--- src/rtl/banco_registros_wb.sv ---
// banco_registros_wb: write-back select, 32x32 register file with two asynchronous read ports
// and a committed-write counter. Define BANCO_BYPASS_WB_EN for same-cycle write-through reads.
module banco_registros_wb #(
  parameter int ANCHO = 32,
  parameter int NREG  = 32
) (
  input  logic             clk,
  input  logic             rst,
  input  logic [ANCHO-1:0] EnDatoMem,
  input  logic [ANCHO-1:0] EnDatoALU,
  input  logic [4:0]       EnDirWR,
  input  logic [1:0]       EnWB,
  input  logic [4:0]       EnRA1,
  input  logic [4:0]       EnRA2,
  output logic [ANCHO-1:0] SalRD1,
  output logic [ANCHO-1:0] SalRD2,
  output logic [ANCHO-1:0] SalDatoWB,
  output logic [31:0]      SalCuentaWB
);

  localparam int NPUERTOS = 2;

  logic [ANCHO-1:0] w_regs [NREG];
  logic             w_commit;
  logic [31:0]      r_cuenta;
  logic [4:0]       w_ra [NPUERTOS];
  logic [ANCHO-1:0] w_rd [NPUERTOS];

  assign SalDatoWB = EnWB[0] ? EnDatoMem : EnDatoALU;

  // Register 0 never commits; addresses beyond NREG are ignored when NREG is reduced.
  assign w_commit = EnWB[1] && (EnDirWR != 5'd0) && (int'(EnDirWR) < NREG);

  genvar gi;
  generate
    for (gi = 0; gi < NREG; gi++) begin : g_reg
      if (gi == 0) begin : g_cero
        assign w_regs[gi] = '0;
      end else begin : g_fila
        logic [ANCHO-1:0] r_dato;
        always_ff @(posedge clk or posedge rst) begin
          if (rst) begin
            r_dato <= '0;
          end else if (w_commit && (int'(EnDirWR) == gi)) begin
            r_dato <= SalDatoWB;
          end
        end
        assign w_regs[gi] = r_dato;
      end
    end
  endgenerate

  assign w_ra[0] = EnRA1;
  assign w_ra[1] = EnRA2;

  generate
    for (gi = 0; gi < NPUERTOS; gi++) begin : g_lect
      logic [ANCHO-1:0] w_almacenado;
      assign w_almacenado = (int'(w_ra[gi]) < NREG) ? w_regs[w_ra[gi]] : '0;
`ifdef BANCO_BYPASS_WB_EN
      // Reset masks the bypass so every read port returns 0 while rst is high.
      assign w_rd[gi] = (w_commit && !rst && (w_ra[gi] == EnDirWR)) ? SalDatoWB : w_almacenado;
`else
      assign w_rd[gi] = w_almacenado;
`endif
    end
  endgenerate

  assign SalRD1 = w_rd[0];
  assign SalRD2 = w_rd[1];

  always_ff @(posedge clk or posedge rst) begin
    if (rst) begin
      r_cuenta <= '0;
    end else if (w_commit) begin
      r_cuenta <= r_cuenta + 32'd1;
    end
  end

  assign SalCuentaWB = r_cuenta;

endmodule
--- config.mk ---
export PLATFORM = sky130hd
export DESIGN_NAME = banco_registros_wb
export DESIGN_NICKNAME = d
export VERILOG_FILES = /design/src/rtl/banco_registros_wb.sv
export SDC_FILE = /design/constraint.sdc
export NUM_CORES = 2
export LEC_CHECK = 0
export ABC_CLOCK_PERIOD_IN_PS = 53400
export BUFFER_PORTS_ARGS = -buffer_cell sky130_fd_sc_hd__buf_2
export CAP_MARGIN = 20
export CORE_UTILIZATION = 69
export CTS_BUF_LIST = sky130_fd_sc_hd__clkbuf_4 sky130_fd_sc_hd__clkbuf_8
export DETAILED_ROUTE_END_ITERATION = 12
export GPL_ROUTABILITY_DRIVEN = 1
export HOLD_SLACK_MARGIN = 0.05
export PLACE_DENSITY_LB_ADDON = 0.08
export SLEW_MARGIN = 0
export SYNTH_ARGS = -nofsm -noshare
export SYNTH_HDL_FRONTEND = slang
export SYNTH_SLANG_ARGS = --single-unit
--- constraint.sdc ---
create_clock -name clk -period 53.4 [get_ports clk]
set_input_delay 2.67 -clock clk [delete_from_list [all_inputs] [get_ports clk]]
set_output_delay 2.67 -clock clk [all_outputs]
set_load 0.02 [all_outputs]
# Word-level counts from Yosys, hierarchy flattened
# Cells that the tools add are included.
# totals
reg_bits	1024
latch_bits	0
ram_bits	0
mem_bits_ro	0
input_bits	83
out_inout_bits	128
wordCells	108
memories	0
# classes
addsub	1
mul	0
div	0
n_lt_le_gt_ge	2
eq_ne	31
n_shift	0
muxes	7
bitwise_logic	2
n_reduce_logical	33
# op_table
operator	n
$bmux 32 s5	2
$mux 32	5
$eq 5x5->1 const B	16
$eq 5x4->1 const B	8
$add 32x1->32 const B	1
$logic_and 1x1->1	32
$eq 5x3->1 const B	4
$ge 6x6->1 const B	2
$not 5->6	2
$eq 5x2->1 const B	2
$eq 5x1->1 const B	1
$reduce_bool 5->1	1

# Depth between registers and ports, before layout
# logic_depth
depth_word	4
depth_mapped	9
ltp_nobuf	5

# Worst setup path before layout
# No wires, ideal clock.
# synth_path
kind	in2out
startpoint	input port EnRA2[2]
endpoint	output port SalRD2[0]
arrival_time_ps	4272
t_required_ps	50730
setup_slack_ps	46458
stages	7
n_path_buf	3
path_cell_list	buf_2 buf_2 buf_2 mux4_2 a22o_1 o21ai_0 o21ai_0
# synth_between
elab_chain_len	4
# synth_lines
item	line_no	rtl
from (decl)	14	input logic [4:0] EnRA2,
$not 5->6 (not written as such)	59	assign w_almacenado = (int'(w_ra[gi]) < NREG) ? w_regs[w_ra[gi]] : '0;
$bmux 32 s5	59	
$mux 32 (not written as such) (2 in series)	59	
to (decl)	16	output logic [ANCHO-1:0] SalRD2,
# No other way between the ends. The select of a mux whose other input is x is not followed.

# Final worst setup path
# layout_path
startpoint	input port EnRA1[0]
endpoint	output port SalRD1[7]
# layout_between
elab_chain_len	4
# layout_lines
item	line_no	rtl
from (decl)	13	input logic [4:0] EnRA1,
$not 5->6 (not written as such)	59	
$bmux 32 s5	59	
$mux 32 (not written as such) (2 in series)	59	
to (decl)	15	output logic [ANCHO-1:0] SalRD1,
# No other way between the ends. The select of a mux whose other input is x is not followed.

==> results.ini <==
[cells_and_area]
regArea_mm2=0.0256
fin_nets=5011
layout-drive-gt1-share_pct=22.8
design_area_mm2=0.0579
finalNonFillerCells=6093
synthToLayoutAreaGrowth_pct=9.29
multi_input_area_mm2=0.0252
fillCellCount=5092
final_util_pct=76.2

[detailed_routing]
dr.pass1.iters=6
routedWlPerCell_um=26.9
viasPerCell=6.90
totalWireLength_mm=164
drc=0
drt_iter0_markers=4708
vias=42000
ant_nets=0

[yosys]
synth.avg_cell_area_um2=10.7
synth_edf_count=0
synthArstFlopShare_pct=100
synthFlopType=dfrtp_1
synth_common_cells=dfrtp_1 (1024), nor2_1 (585), nand2_1 (566), a21oi_1 (512), o21ai_0 (475)
synth_top_cell_by_area=dfrtp_1
ys_types=42
syn_inst=4947
synth_top_area_share_pct=48.4
ys_seq_area_share_pct=48.4
syn_nets=5031
yosysMostFrequentCell=dfrtp_1
ys_seq_elements=1024
yosys_warnings=0
netlist_area_mm2=0.0529
synthTopCellsByArea=dfrtp_1 (48%), mux4_2 (16%), a21oi_1 (4.8%)

[setup_path]
cp_data_required_time_ns=50.73
reg2reg_from=SalCuentaWB[3]
rrSetupSlack_ns=51.46
r2r_end=SalCuentaWB[22]
rr_worst_depth=5
cpLargestDelayFamily=buffers and inverters
crit_path_end_kind=output pin
cp_max_fo=59
path_common_cell=buf_4
arrival_ns=7.36
critical_path_buf_inv_count=5
cp-start-kind=input pin
critical_path.cell_chain=buf_8 > buf_4 > buf_4 > buf_4 > mux4_2 > mux2i_1 > nand2_1 > o31ai_1 > o21ai_1 > buf_2
slowest_stage=buf_4
crit_type=input pin to output pin
critPathMaxStageDelay_ns=0.90

[run_status]
status=complete, no violations

[die]
num_io_pins=211
rows=101
die_x_um=279
die-area_mm2=0.0778
core_area_mm2=0.0759
start_util_pct=69.7
die_h_um=279

[placed_design]
preCtsSetupSlack_ns=43.41
dp_hpwl_mm=93.2
port_buffers=210
place.gp.congestion=0.896
placed_cells=5787
dpl-instance-area_mm2=0.0542

[clocking]
cts_made_buffers=165
cts_setup_buffers=0
cts_tree=yes
clock_path_buffers=3
h-tree-depth=4
insertion_delay_ns=0.85
ctsResizeCount=0
path_clk_slew_ns=0.06
cts-root-buf=clkbuf_8
cts_hold_buf=0
clock_sinks=1024

[power]
p_comb_share_pct=22.7
seqPwrFrac_pct=46.3
p_clk_share_pct=31.1
powerDensity_mw_per_mm2=40.3
intPower_mw=1.60
p_sw_share_pct=31.4
design_power_total_mw=2.33
vdd_ir_drop_max_mv=0.0270
leakage_nw=25.4
power_switching_mw=0.733

[timing]
skew_ns=0.00753
fin_crit_sh_pct=18.8
worst_pin_slew_ns=1.13
rsz0062_at_grt=no
fin_crit_ns=10.03
layout_setup_ws_ns=43.37
max-slew-margin-rel_pct=24.9
fmax_mhz=99.7
whs_ns=0.477
finalHoldViolCount=0
drv_slew=0
setup_tns_ns=0
finalSetupViolations=0

[global_route]
grt.total_usage_pct=43.3
grt_max_degree=169
grt_pass1_vias=42000
antenna_found_initial=6
grt_pass1_wl_mm=251
gr-total-overflow=0

[job]
cap_viol_max_count=0

[worst_hold_path]
holdPathStages=1
hp-class=flip-flop to flip-flop
min_from=SalCuentaWB[31]
hold_end=SalCuentaWB[31]

[how the worst max path moves through the flow]
stage,startpoint,end,depth (start not counted)
after floorplan,rst,SalCuentaWB[0],1
after global placement,EnRA1[0],SalRD1[1],10
after detailed placement,EnRA1[0],SalRD1[1],10
after CTS,EnRA1[0],SalRD1[1],10
after global routing,EnRA1[0],SalRD1[4],10
final,EnRA1[0],SalRD1[7],10
[layout by cell type, fill, tap and decap left out, drive strengths merged]
| cell type | count |
|---|---|
| dfrtp | 1024 |
| o21ai | 608 |
| nor2 | 594 |
| nand2 | 566 |
| a21oi | 512 |
| mux4 | 384 |
| buf | 324 |
| clkbuf | 256 |
| mux2i | 224 |
| a22o | 128 |
| mux2 | 65 |
| o22ai | 64 |
| a22oi | 64 |
| o31ai | 64 |
| inv | 43 |
| clkinv | 30 |
| xnor2 | 26 |
| nand3 | 19 |
| nand4 | 13 |
| nor2b | 10 |
| xor2 | 5 |
| nor4 | 5 |
| nor3 | 5 |
| diode | 4 |
| nand2b | 4 |
| and4 | 3 |
| and3 | 3 |
| clkinvlp | 3 |
| and2 | 3 |
| or4 | 2 |
| nor3b | 2 |
| bufinv | 2 |
| nand4b | 1 |
| or3 | 1 |
| a21bo | 1 |
| ha | 1 |
[area by class of cell]
cell class                      count  share of cell area [%]
Sequential cell                  1024                    44.3
Multi-Input combinational cell   3377                    43.6
Clock buffer                      256                    5.57
Timing Repair Buffer              324                    3.49
Tap cell                         1030                    2.23
Clock inverter                     43                   0.571
Inverter                           35                   0.240
Antenna cell                        4                  0.0173
[power by group through the flow]
stage,Sequential [mW],Clock [mW],Combinational (mW)
detailed placement,1.09,0,0.521
global route,1.10,0.763,0.578
global placement,1.08,0,0.501
CTS,1.08,0.727,0.524
floorplan,1.05,0,0.406
finish,1.08,0.725,0.529
[sequential cells by signal (all words and copies together), names as in the netlist]
signal,count
g.g_fila.r_dato,992
SalCuentaWB,32
[logic make-up after synthesis]
logic type / count (synthesis) / share of synthesized area, %
compound gates: 1441 / 15.3
simple gates: 1231 / 9.24
flops: 1024 / 48.4
mux: 673 / 22.0
buf+inv: 546 / 4.57
xor+xnor: 31 / 0.513
fa+ha+maj: 1 / 0.0236
[layer usage]
layer  GRT usage [%]  up-vias  part of all wire, %
met3            11.4      745                   12
met4            26.0        6                  6.5
met5               0        -                0.025
li1                -    17800                    -
met2            65.9     2714                   46
met1            56.7    20700                   36
Power figures use the tool's default switching activity.
